--- config.mk ---
export PLATFORM = sky130hd
export DESIGN_NAME = mmio_bridge
export DESIGN_NICKNAME = d
export VERILOG_FILES = /design/src/rtl/mmio_bridge.sv
export SDC_FILE = /design/constraint.sdc
export NUM_CORES = 1
export LEC_CHECK = 0
export CORE_ASPECT_RATIO = 2
export CORE_UTILIZATION = 27
export CTS_CLUSTER_DIAMETER = 120
export DETAILED_ROUTE_END_ITERATION = 8
export SLEW_MARGIN = 30
export SYNTH_ARGS = -nofsm -noshare
export SYNTH_HDL_FRONTEND = slang
export SYNTH_SLANG_ARGS = --single-unit
--- constraint.sdc ---
create_clock -name clock -period 9.5 [get_ports clock]
set_input_delay 2.375 -clock clock [delete_from_list [all_inputs] [get_ports clock]]
set_output_delay 2.375 -clock clock [all_outputs]
set_load 0.03 [all_outputs]
--- src/rtl/mmio_bridge.sv ---
// Data-side address decoder and I/O register block for the RV32I core:
// routes loads/stores to data RAM, a keyboard FIFO, a ms timer or the LED register.
module mmio_bridge #(
  parameter int CLK_PER_MS = 50000,
  parameter int KBD_DEPTH  = 16
) (
  input  logic        clock,
  input  logic        reset,
  input  logic [31:0] cpu_addr,
  input  logic [31:0] cpu_wdata,
  input  logic [2:0]  cpu_op,
  input  logic        cpu_we,
  input  logic        cpu_re,
  output logic [31:0] cpu_rdata,
  output logic [31:0] ram_addr,
  output logic [31:0] ram_wdata,
  output logic [2:0]  ram_op,
  output logic        ram_we,
  input  logic [31:0] ram_rdata,
  input  logic [7:0]  kbd_code,
  input  logic        kbd_valid,
  output logic [15:0] led
);

  localparam int PTR_W   = $clog2(KBD_DEPTH);
  localparam int CNT_W   = PTR_W + 1;
  localparam int PRESC_W = $clog2(CLK_PER_MS);
  localparam logic [CNT_W-1:0]   DEPTH_C    = CNT_W'(KBD_DEPTH);
  localparam logic [PRESC_W-1:0] PRESC_MAX  = PRESC_W'(CLK_PER_MS - 1);

  typedef enum logic [2:0] {
    REG_RAM,
    REG_KBD,
    REG_TIMER,
    REG_LED,
    REG_NONE
  } region_e;

  region_e region;
  logic [1:0] offset;
  logic ldEn;

  logic [7:0]       fifoMem [KBD_DEPTH];
  logic [PTR_W-1:0] wrPtr_q, wrPtr_d, rdPtr_q, rdPtr_d;
  logic [CNT_W-1:0] count_q, count_d;
  logic             ovf_q, ovf_d;
  logic             kbdNonEmpty, kbdFull, kbdPop, kbdPush, ovfSet, ovfClr;

  logic [PRESC_W-1:0] presc_q, presc_d;
  logic [31:0]        ms_q, ms_d;
  logic               timerWr;

  logic [15:0] led_q, led_d;

  logic [31:0] ioRdata;
  logic        rdSelRam_q, rdSelRam_d;
  logic [31:0] rdVal_q, rdVal_d;

  always_comb begin
    region = REG_NONE;
    case (cpu_addr[31:20])
      12'h001: region = REG_RAM;
      12'h008: region = REG_KBD;
      12'h009: region = REG_TIMER;
      12'h00A: region = REG_LED;
      default: region = REG_NONE;
    endcase
  end

  assign offset = cpu_addr[3:2];
  // A simultaneous store wins, so loads only count when cpu_we is low.
  assign ldEn   = cpu_re & ~cpu_we;

  assign ram_addr  = cpu_addr;
  assign ram_wdata = cpu_wdata;
  assign ram_op    = cpu_op;
  assign ram_we    = cpu_we & (region == REG_RAM) & ~reset;

  assign kbdNonEmpty = (count_q != '0);
  assign kbdFull     = (count_q == DEPTH_C);
  assign kbdPop      = ldEn & (region == REG_KBD) & (offset == 2'd0) & kbdNonEmpty;
  assign kbdPush     = kbd_valid & (~kbdFull | kbdPop);
  assign ovfSet      = kbd_valid & kbdFull & ~kbdPop;
  assign ovfClr      = ldEn & (region == REG_KBD) & (offset == 2'd1);

  always_comb begin
    wrPtr_d = wrPtr_q;
    rdPtr_d = rdPtr_q;
    count_d = count_q;
    ovf_d   = ovf_q;
    if (kbdPush) wrPtr_d = wrPtr_q + PTR_W'(1);
    if (kbdPop)  rdPtr_d = rdPtr_q + PTR_W'(1);
    case ({kbdPush, kbdPop})
      2'b10:   count_d = count_q + CNT_W'(1);
      2'b01:   count_d = count_q - CNT_W'(1);
      default: count_d = count_q;
    endcase
    if (ovfSet)      ovf_d = 1'b1;
    else if (ovfClr) ovf_d = 1'b0;
  end

  always_ff @(posedge clock) begin
    if (reset) begin
      wrPtr_q <= '0;
      rdPtr_q <= '0;
      count_q <= '0;
      ovf_q   <= 1'b0;
    end else begin
      wrPtr_q <= wrPtr_d;
      rdPtr_q <= rdPtr_d;
      count_q <= count_d;
      ovf_q   <= ovf_d;
    end
  end

  always_ff @(posedge clock) begin
    if (kbdPush && !reset) fifoMem[wrPtr_q] <= kbd_code;
  end

  assign timerWr = cpu_we & (region == REG_TIMER) & (cpu_op == 3'b010);

  always_comb begin
    presc_d = presc_q;
    ms_d    = ms_q;
    if (timerWr) begin
      presc_d = '0;
      ms_d    = cpu_wdata;
    end else if (presc_q == PRESC_MAX) begin
      presc_d = '0;
      ms_d    = ms_q + 32'd1;
    end else begin
      presc_d = presc_q + PRESC_W'(1);
    end
  end

  always_comb begin
    led_d = led_q;
    if (cpu_we && region == REG_LED) begin
      case (cpu_op)
        3'b000:        led_d[7:0] = cpu_wdata[7:0];
        3'b001, 3'b010: led_d     = cpu_wdata[15:0];
        default:       led_d      = led_q;
      endcase
    end
  end

  always_ff @(posedge clock) begin
    if (reset) begin
      presc_q <= '0;
      ms_q    <= '0;
      led_q   <= '0;
    end else begin
      presc_q <= presc_d;
      ms_q    <= ms_d;
      led_q   <= led_d;
    end
  end

  assign led = led_q;

  // I/O read values are raw 32-bit words; width/sign only apply to RAM.
  always_comb begin
    ioRdata = '0;
    case (region)
      REG_KBD: begin
        if (offset == 2'd0)      ioRdata = kbdNonEmpty ? {24'b0, fifoMem[rdPtr_q]} : 32'd0;
        else if (offset == 2'd1) ioRdata = {30'b0, ovf_q, kbdNonEmpty};
        else                     ioRdata = '0;
      end
      REG_TIMER: ioRdata = ms_q;
      REG_LED:   ioRdata = {16'b0, led_q};
      default:   ioRdata = '0;
    endcase
  end

  always_comb begin
    rdSelRam_d = rdSelRam_q;
    rdVal_d    = rdVal_q;
    if (ldEn) begin
      rdSelRam_d = (region == REG_RAM);
      rdVal_d    = ioRdata;
    end
  end

  always_ff @(posedge clock) begin
    if (reset) begin
      rdSelRam_q <= 1'b0;
      rdVal_q    <= '0;
    end else begin
      rdSelRam_q <= rdSelRam_d;
      rdVal_q    <= rdVal_d;
    end
  end

  // RAM registers its own read data on the same edge, so it is muxed in live.
  assign cpu_rdata = rdSelRam_q ? ram_rdata : rdVal_q;

endmodule

* Yosys cells after proc, flatten, opt, wreduce, memory -nomap -nowiden
Memories as Yosys holds them, arrays and structs flattened. A register that Yosys moved wholly into a read port is not among the register bits. Cells that the tools add are included.
Word-level totals: word-level logic and storage cells 78, bits in writable memories 128, bits in latches 0, memories kept 1, ROM bits 0, output and inout bits 116, register bits after elaboration 111, input port bits 112
Operators by class: add/sub/neg operators 6, eq/ne operators 14, $mul 0, reduce and logical (&&, ||, !) cells 15, $lt $le $gt $ge 0, shifts and indexed selects 0, bitwise operators 17, div/mod/pow operators 0, multiplexer cells 15
Memory list:
- fifoMem | depth 16, bits a word 8, read ports 1, clocked after Yosys merged registers in 1, write ports 1, RTL line 43 | logic [7:0] fifoMem [KBD_DEPTH];
Operators with widths (number):
- two-way mux 32 bit | 3
- one-hot mux 32 bit (3 select lines) | 1
- equality test 12 x 4 -> 1 bit, second input constant | 3
- adder 32 x 1 -> 32 bit, second input constant | 1
- adder 16 x 1 -> 16 bit, second input constant | 1
- equality test 16 bit, second input constant | 1
- two-way mux 8 bit | 2
- bitwise AND 1 bit | 12
- equality test 12 x 1 -> 1 bit, second input constant | 1
- one-hot mux 3 bit (4 select lines) | 1
- one-hot mux 5 bit (2 select lines) | 1
- equality test 3 x 2 -> 1 bit, second input constant | 3
- adder 4 x 1 -> 4 bit, second input constant | 2
- two-way mux 4 bit | 2
- equality test 3 x 1 -> 1 bit, second input constant | 2
- logical NOT 3 bit | 2
- nonzero test 2 bit | 3
- OR reduction 3 bit | 2
- adder 5 x 1 -> 5 bit, second input constant | 1
- equality test 5 bit, second input constant | 1
- nonzero test 5 bit | 1
- subtractor 5 x 1 -> 5 bit, second input constant | 1
- equality test 2 x 1 -> 1 bit, second input constant | 2
- two-way mux 1 bit | 4
- 9 further kinds | 14

* Longest topological paths before layout
Gate-level depths: netlist (run 1).
word-level depth 11, mapped depth 10, mapped depth without buffers 9

* Worst setup path after synthesis (run 1)
OpenSTA, ideal clock, no wires.
path type input to output, from input cpu_addr[27], to output ram_we, stages on the path 3, path buffers 0, setup slack 2756 ps, arrival 4369 ps, data required time 7125 ps, path through or4_1 > or3_1 > nor4_1
On the way: longest elaborated chain between the ends 5, elaborated cells on any way between the ends 8, those cells by class 4 x eq/ne; 1 x mux; 2 x bitwise; 1 x reduce/logical
Ends and longest elaborated chain:
- start: declaration | RTL line 9 | input logic [31:0] cpu_addr,
- equality test 12 x 4 -> 1 bit / equality test 12 x 1 -> 1 bit (equally long branches) | RTL line 61 | case (cpu_addr[31:20])
- one-hot mux 3 bit (4 select lines) * | RTL line 61
- logical NOT 3 bit * | RTL line 77 | assign ram_we = cpu_we & (region == REG_RAM) & ~reset;
- bitwise AND 1 bit * (2 in a row) | RTL line 77
- end: declaration | RTL line 18 | output logic ram_we,
Every way passes the cells marked *; elsewhere a longest branch is shown, timed or not.

* Final worst setup path (run 1)
Same ends and word-level chain as after synthesis.

==> results of run 1 <==
[cell usage after synthesis (11+ instances only)]
cell / instances / share of area (%)
edfxtp_1: 128 / 34
mux4_2: 39 / 7.9
and3_1: 15 / 0.84
clkbuf_1: 37 / 1.2
a21oi_1: 23 / 1.0
nand4_1: 19 / 1.1
xor2_1: 32 / 2.5
inv_1: 15 / 0.50
xnor2_1: 21 / 1.6
mux2_2: 33 / 3.3
nor2_1: 117 / 3.9
a211oi_1: 31 / 2.1
a22oi_1: 16 / 1.1
mux2i_1: 21 / 1.9
dfxtp_1: 115 / 21
nand3_1: 36 / 1.6
buf_2: 11 / 0.49
buf_4: 68 / 4.6
nand2_1: 33 / 1.1
[tightest hold or removal path, stage by stage (launching register included)]
cell	delay [ps]
dfxtp_1	310
nand2_1	50
a21oi_1	50
[how the worst min path moves through the flow]
stage / endpoint / slack, ps / depth (start not counted)
2_1_floorplan: rdVal_q[31]$_SDFFE_PP0P_ / 430 / 2
3_3_place_gp: presc_q[0]$_SDFF_PP0_ / 440 / 1
3_5_place_dp: rdVal_q[17]$_SDFFE_PP0P_ / 440 / 2
4_1_cts: rdVal_q[18]$_SDFFE_PP0P_ / 450 / 2
5_1_grt: rdVal_q[17]$_SDFFE_PP0P_ / 470 / 2
6_report: rdVal_q[30]$_SDFFE_PP0P_ / 450 / 2
[routing by layer]
metal,global-route usage [%],vias up
met5,0,-
met3,2.42,84
li1,-,3560
met2,29.3,219
met4,9.01,0
met1,13.9,3639
[state kept, by name, indices dropped and copies added (netlist names), named ones only]
register / cells
rdSelRam_q: 1
rdPtr_q: 4
presc_q: 16
ovf_q: 1
count_q: 5
ms_q: 32
wrPtr_q: 4
led: 16
fifoMem: 128
rdVal_q: 32
[per-stage QoR]
step	area (µm²)	std cells	hold slack (ps)	power, mW
after floorplan	11200	924	429	1.22
after global placement	13100	1539	440	1.28
after detailed placement	13100	1539	445	1.28
after CTS	14000	1583	454	2.30
after global routing	14000	1583	468	2.35
final	14000	1583	449	2.28
[where the power goes]
part	leakage (nW)	switching, mW	internal, mW	total, mW
clock network	0.394	0.417	0.603	1.02
registers	2.08	0.00513	1.11	1.12
logic	2.09	0.0773	0.0643	0.142
total	4.56	0.500	1.78	2.28
[cell type report]
cell class | count | area [µm²] | area share (%)
Tap cell | 535 | 669 | 4.79
Timing Repair Buffer | 200 | 1980 | 14.2
Sequential cell | 243 | 6150 | 44.0
Multi-Input combinational cell | 546 | 4270 | 30.6
Clock buffer | 27 | 612 | 4.38
Clock inverter | 17 | 230 | 1.65
Inverter | 15 | 56.3 | 0.403
[cell families after synthesis]
| family | after synthesis | synth area share, % |
|---|---|---|
| AO/OA/AOI/OAI | 108 | 6.80 |
| XOR/XNOR | 53 | 4.15 |
| adder cells (fa/ha/maj) | 9 | 1.01 |
| buffers and inverters | 135 | 7.00 |
| flip-flops | 243 | 55.0 |
| multiplexers | 93 | 13.1 |
| AND/OR/NAND/NOR | 283 | 13.0 |
==> impl_metrics.toml, run 1 <==
[status]
status = "completed"

[drt]
wl_met2_um = 17700
drt-wirelength-per-cell_um = 20.0
drtIter0Drc = 398
vias = 7502
ant_nets = 0
topRoutingLayerUsed = "met4"
dr.pass1.iters = 5
drc = 0
wl_met1_um = 10600
route.met3.wl_um = 1510
wl_um = 31700
drt-vias-per-instance = 4.74

[synthesis]
postSynthCellCount = 924
synth_ff_type = "edfxtp_1"
synthArstFlopShare_pct = 0
ys_types = 58
ys_seq_area_share_pct = 55.0
synth-edff-count = 128
netlist_area_um2 = 11200
ys_seq_elements = 243
synth_area_per_cell_um2 = 12.1
synth_fp_nets = 1045
ys_warn_count = 0

[finish]
drive_gt1_share_pct = 13.3
fill_cells = 4057
finalNetCount = 1151
layout_commonest_cell = "clkdlybuf4s50_1"
antenna_cells = 0
utilization_pct = 34.1
area_delta_synth_final_pct = 24.9
layout_common_cells = "clkdlybuf4s50_1 (190), edfxtp_1 (128), nor2_1 (113), dfxtp_1 (112), mux4_2 (39)"

[global_route]
grt_pass1_vias = 7826
grt_max_degree = 59
grt.total_usage_pct = 14.8
antenna_found_initial = 0
grt_pass1_wl_um = 47200
grt_overflow = 0

[critical_path]
worstReg2RegEnd = "fifoMem[7][0]$_DFFE_PP_"
critPathBufInv = 2
r2r_setup_slack_ps = 6020
cpPeakStageDelay_ps = 720
required_ps = 7130
cpMaxStageDelayCell = "clkdlybuf4s50_1"
crit_arrival_ps = 4880
crit_end = "ram_we"
r2r-start = "count_q[1]$_SDFFE_PP0P_"
setup.worst_path.start = "cpu_addr[27]"
startpoint_type = "primary input"
path_depth = 5
crit_top_cell = "clkdlybuf4s50_1"
cp-end-kind = "output pin"
crit_type = "in -> out"
crit_chain = "clkdlybuf4s50_1, or4_1, or3_1, nor4_1, clkdlybuf4s50_1"
path_max_fanout = 5
cp_top_family = "simple AND/OR/NAND/NOR gates"
reg2reg_depth = 6

[timing]
rsz0062_at_grt = "no"
tightest_slew_ps = 975
finalHoldViolations = 0
skew_ps = 19.4
slew_headroom_pct = 34.8
layout_min_cycle_time_ps = 7260
setup-violations-final = 0
min_period_over_period_pct = 76.4
final-max-slew-violation-count = 0
setup_tns_ps = 0
postLayoutSetupSlackWorst_ps = 2240
fmax_ghz = 0.138

[floorplan]
rows = 105
die_w_um = 146
initial_core_util_pct = 27.3
core_um2 = 41000
die_h_um = 290
ios = 228
die-area_um2 = 42300

[job]
drv_cap = 0

[clock_tree]
h-tree-depth = 1
cts_setup_buffers = 0
root_buffer = "clkbuf_16"
ctsResizeCount = 0
clock_latency_ps = 540
cts.sinks = 243
clkTransAtPathRegs_ps = 60
cts_buffers = 24
cts_buffer_depth = 3
cts_tree = "done"
cts_hold_buf = 0

[power]
peakVddDrop_mv = 0.0987
leakagePower_nw = 4.56
p_per_area_nw_per_um2 = 163

[hold_path]
hold_path.class = "reg -> reg"
min_from = "rdVal_q[30]$_SDFFE_PP0P_"

[placement]
hpwl_um = 23800
place.gp.congestion = 0.812
place_ws_ps = 2250
port_buffers = 191
(Power assumes the default switching activity.)
==> run 2: changes to the inputs <==
clock period = 5.91 ns   (was 9.5 ns; I/O delays follow)
==> run 2 against run 1 <==
Net effect: core utilization rose by 0.085 points; register-to-register slack got worse by 3100 ps; critical path depth did not move; routed wire length rose by 0.67%; die area did not move; hold slack improved by 1.9 ps.
==> impl_metrics.toml, run 2 (synthesized netlist as in run 1, its figures left out) <==
[critical_path]
cp-end-kind = "output pin"
required_ps = 4430
crit_top_cell = "clkdlybuf4s50_1"
startpoint_type = "primary input"
crit_type = "in -> out"
path_max_fanout = 3
crit_chain = "clkdlybuf4s50_1, or4_1, or3_1, nor4_1, clkdlybuf4s50_1"
critPathBufInv = 2
cpPeakStageDelay_ps = 730
crit_arrival_ps = 3900
cp_top_family = "simple AND/OR/NAND/NOR gates"
cpMaxStageDelayCell = "clkdlybuf4s50_1"

[floorplan]
initial_core_util_pct = 27.3
core_um2 = 41000
ios = 228
die-area_um2 = 42300
die_w_um = 146
die_h_um = 290
rows = 105

[finish]
fin_cells = 1586
layout_commonest_cell = "clkdlybuf4s50_1"
layout_common_cells = "clkdlybuf4s50_1 (190), edfxtp_1 (128), nor2_1 (117), dfxtp_1 (112), mux4_2 (39)"
finalNetCount = 1155
drive_gt1_share_pct = 13.4
regMostFlops = "fifoMem"
reg.largest.list = "fifoMem: 128 flops, ms_q: 32 flops, rdVal_q: 32 flops"
area_delta_synth_final_pct = 25.2
antenna_cells = 0
largest_register_ff_count = 128

[power]
leakagePower_nw = 4.61
peakVddDrop_mv = 0.196
p_per_area_nw_per_um2 = 261

[global_route]
antenna_found_initial = 0
grt_overflow = 0
grt_max_degree = 73
grt_pass1_vias = 7767
grt.total_usage_pct = 15.0
grt_pass1_wl_um = 47300

[timing]
rsz0062_at_grt = "no"
layout_min_cycle_time_ps = 5370
setup-violations-final = 0
finalHoldViolations = 0
min_period_over_period_pct = 90.9
final-max-slew-violation-count = 0
tightest_slew_ps = 763
slew_headroom_pct = 49.1
setup_tns_ps = 0
fmax_ghz = 0.186
skew_ps = 17.6

[clock_tree]
cts_tree = "done"
cts_buffers = 23
clock_latency_ps = 540
cts_buffer_depth = 3
root_buffer = "clkbuf_16"
cts.sinks = 243
clkTransAtPathRegs_ps = 70
ctsResizeCount = 0
cts_hold_buf = 0
cts_setup_buffers = 0
h-tree-depth = 1

[placement]
hpwl_um = 24200
port_buffers = 191
dp_cells = 1544
place.gp.congestion = 0.827

[drt]
ant_nets = 0
wl_um = 31900
dr.pass1.iters = 8
drc = 0
vias = 7555
drt-vias-per-instance = 4.76
drt-wirelength-per-cell_um = 20.1
drtIter0Drc = 417

[hold_path]
hold_path.class = "reg -> reg"

[status]
status = "completed"

[job]
drv_cap = 0
## run 2: cell types whose count changed in the layout (fill, tap and decap cells not counted), moves of 2 or more
cell	change
buf_4	+5
clkbuf_8	+4
nor2_1	+4
nor2_2	-4
clkinvlp_2	-3
clkinv_1	-2
clkinv_2	+2
clkinv_4	-2
## run 2: through the flow
step	hold slack (ps)	setup WS [ps]	util, %	power (mW)	cell area [µm²]
3_3_place_gp	441	530	32.1	2.06	13200
2_1_floorplan	429	961	-	1.97	11200
3_5_place_dp	445	525	32.1	2.06	13200
6_report	451	536	34.2	3.66	14000
4_1_cts	453	514	34.2	3.71	14000
5_1_grt	465	385	34.2	3.77	14000
## run 2: per-layer routing
metal  part of all wire [%]  track usage [%]  up-vias  routed length [µm]
met3                    4.9             1.97       90                1570
met1                     33             14.2     3657               10500
met2                     55             29.4      245               17700
li1                       -                -     3563                   -
met4                    6.6             9.91        0                2110
met5                      0                0        -                   0
## run 2: where the power goes
part / internal [mW] / switching (mW)
combinational: 0.104 / 0.126
clock: 0.994 / 0.643
sequential: 1.78 / 0.00804
## run 2: layout make-up
class	instances	area (µm²)
sequential	243	6150
fill	4099	27000
tap	535	669
clock buffer	31	688
clock inverter	11	161
multi-input combinational	546	4260
timing repair buffer	205	2010
inverter	15	56.3
## run 2: path summary, 6_finish.rpt
| kind | endpoint | depth (start not counted) | slack, ps | start |
|---|---|---|---|---|
| worst max-delay path | ram_we | 5 | 540 | cpu_addr[27] |
| worst min-delay path | rdVal_q[29]$_SDFFE_PP0P_ | 2 | 450 | rdVal_q[29]$_SDFFE_PP0P_ |
| worst max register to register | fifoMem[11][7]$_DFFE_PP_ | 6 | 2950 | count_q[1]$_SDFFE_PP0P_ |
| worst min register to register | rdVal_q[29]$_SDFFE_PP0P_ | 2 | 450 | rdVal_q[29]$_SDFFE_PP0P_ |
## run 2: worst reg2reg max path, cell delays in order, from the launching register on
cell	delay, ps
dfxtp_1	470
nor4_1	150
a2111oi_2	400
and2_1	220
o21ai_1	250
or3b_1	520
nor2_1	580
==> run 3: changes to the inputs <==
SKIP_LAST_GASP = 1   (was unset)
SLEW_MARGIN = unset   (was 30)
==> run 3 against run 2 <==
Net effect: core utilization hardly changed; cell count is essentially flat; critical endpoint unchanged; sequential power about the same; critical path depth stayed put; highest routed layer is now met5; sequential cell count unchanged; routed wire length rose by 0.28%; die area is the same.
==> impl_metrics.toml, run 3 (synthesized netlist as in run 1, its figures left out) <==
[clock_tree]
cts_setup_buffers = 0
cts_tree = "done"
clkTransAtPathRegs_ps = 70
root_buffer = "clkbuf_16"
ctsResizeCount = 0
clock_latency_ps = 520
h-tree-depth = 1
cts.sinks = 243
cts_buffer_depth = 3
cts_buffers = 23
cts_hold_buf = 0

[finish]
layout_commonest_cell = "clkdlybuf4s50_1"
drive_gt1_share_pct = 13.4
antenna_cells = 0
finalNetCount = 1155
fin_area_um2 = 14000
reg.largest.list = "fifoMem: 128 flops, ms_q: 32 flops, rdVal_q: 32 flops"
fin_cells = 1585
largest_register_ff_count = 128
fill_cells = 4066
layout_common_cells = "clkdlybuf4s50_1 (190), edfxtp_1 (128), nor2_1 (117), dfxtp_1 (112), mux4_2 (39)"
regMostFlops = "fifoMem"
seq_area_um2 = 6150
area_delta_synth_final_pct = 25.1
multi_input_area_um2 = 4260

[critical_path]
crit_end = "ram_we"
path_depth = 5
path_max_fanout = 3
r2r_setup_slack_ps = 2910
setup.worst_path.start = "cpu_addr[27]"
critPathBufInv = 2
reg2reg_depth = 6
cpPeakStageDelay_ps = 730
worstReg2RegEnd = "fifoMem[11][0]$_DFFE_PP_"
cp-end-kind = "output pin"
crit_arrival_ps = 3900
crit_top_cell = "clkdlybuf4s50_1"
required_ps = 4430
cpMaxStageDelayCell = "clkdlybuf4s50_1"
r2r-start = "count_q[1]$_SDFFE_PP0P_"
startpoint_type = "primary input"
crit_type = "in -> out"
cp_top_family = "simple AND/OR/NAND/NOR gates"
crit_chain = "clkdlybuf4s50_1, or4_1, or3_1, nor4_1, clkdlybuf4s50_1"

[power]
sw_frac_of_total_pct = 21.4
p_int_mw = 2.88
seq_power_share_pct = 49.0
p_switching_mw = 0.781
leakagePower_nw = 4.58
comb_power_share_pct = 6.3
peakVddDrop_mv = 0.178
p_clk_share_pct = 44.7
total_power_mw = 3.66
p_per_area_nw_per_um2 = 262

[floorplan]
die_h_um = 290
die_w_um = 146
core_um2 = 41000
die-area_um2 = 42300
ios = 228
rows = 105
initial_core_util_pct = 27.3

[global_route]
antenna_found_initial = 1
grt_max_degree = 73
grt.total_usage_pct = 15.0
grt_pass1_wl_um = 47200
grt_overflow = 0
grt_pass1_vias = 7771

[timing]
final-max-slew-violation-count = 0
setup-violations-final = 0
fmax_ghz = 0.186
rsz0062_at_grt = "no"
finalHoldViolations = 0
tightest_slew_ps = 972
setup_tns_ps = 0
layout_min_cycle_time_ps = 5380
slew_headroom_pct = 35.2
skew_ps = 11.8
min_period_over_period_pct = 91.0

[drt]
drtIter0Drc = 427
drt-vias-per-instance = 4.77
drt-wirelength-per-cell_um = 20.2
dr.pass1.iters = 4
wl_um = 32000
ant_nets = 0
vias = 7565
drc = 0

[job]
drv_cap = 0

[hold_path]
min_from = "rdVal_q[29]$_SDFFE_PP0P_"
hold_path.class = "reg -> reg"

[status]
status = "completed"

[placement]
port_buffers = 191
place.gp.congestion = 0.827
placed_cell_area_um2 = 13200
hpwl_um = 24100
dp_cells = 1544
run 3: cell count changes in the layout (fill, tap and decap cells not counted), sizes merged:
cell	delta
inv	-2
clkinvlp	+6
clkbuf	-7
bufinv	+2
run 3: power groups by stage:
stage	Combinational (mW)	Sequential [mW]	Clock, mW
after global routing	0.244	1.79	1.73
after global placement	0.230	1.83	0
final	0.230	1.79	1.63
after CTS	0.234	1.79	1.67
after floorplan	0.138	1.83	0
after detailed placement	0.233	1.83	0
run 3: worst reg2reg max path, delay by kind of cell (launching register included):
kind / cells / cell delay (ps)
AO/OA/AOI/OAI: 2 / 660
flip-flops: 1 / 460
AND/OR/NAND/NOR: 4 / 1500
run 3: worst min path at each step:
stage / endpoint / slack (ps) / cells after the start
after floorplan: rdVal_q[31]$_SDFFE_PP0P_ / 430 / 2
after global placement: rdVal_q[31]$_SDFFE_PP0P_ / 440 / 2
after detailed placement: rdVal_q[26]$_SDFFE_PP0P_ / 440 / 2
after CTS: rdVal_q[26]$_SDFFE_PP0P_ / 450 / 2
after global routing: rdVal_q[23]$_SDFFE_PP0P_ / 460 / 2
final: rdVal_q[29]$_SDFFE_PP0P_ / 450 / 2
run 3: final cells by class:
type / count / share of cell area, %
repair buffers: 205 / 14.4
flip-flops and latches: 243 / 44.0
clock buffers: 24 / 4.21
multi-input cells: 546 / 30.5
clock inverters: 17 / 1.75
inverters: 15 / 0.403
well taps: 535 / 4.79
run 3: routing by layer:
metal,GRT usage [%],up-vias,part of all wire [%]
li1,-,3562,-
met1,14.2,3659,33
met2,29.9,255,57
met3,1.95,87,5.0
met4,8.50,2,5.4
met5,0,-,0.047
run 3: metrics by stage:
stage          setup WS (ps)  hold slack [ps]  util [%]
6_report                 529              450      34.1
5_1_grt                  384              465      34.1
4_1_cts                  510              452      34.1
3_5_place_dp             520              444      32.1
3_3_place_gp             530              441      32.1
2_1_floorplan            961              429         -
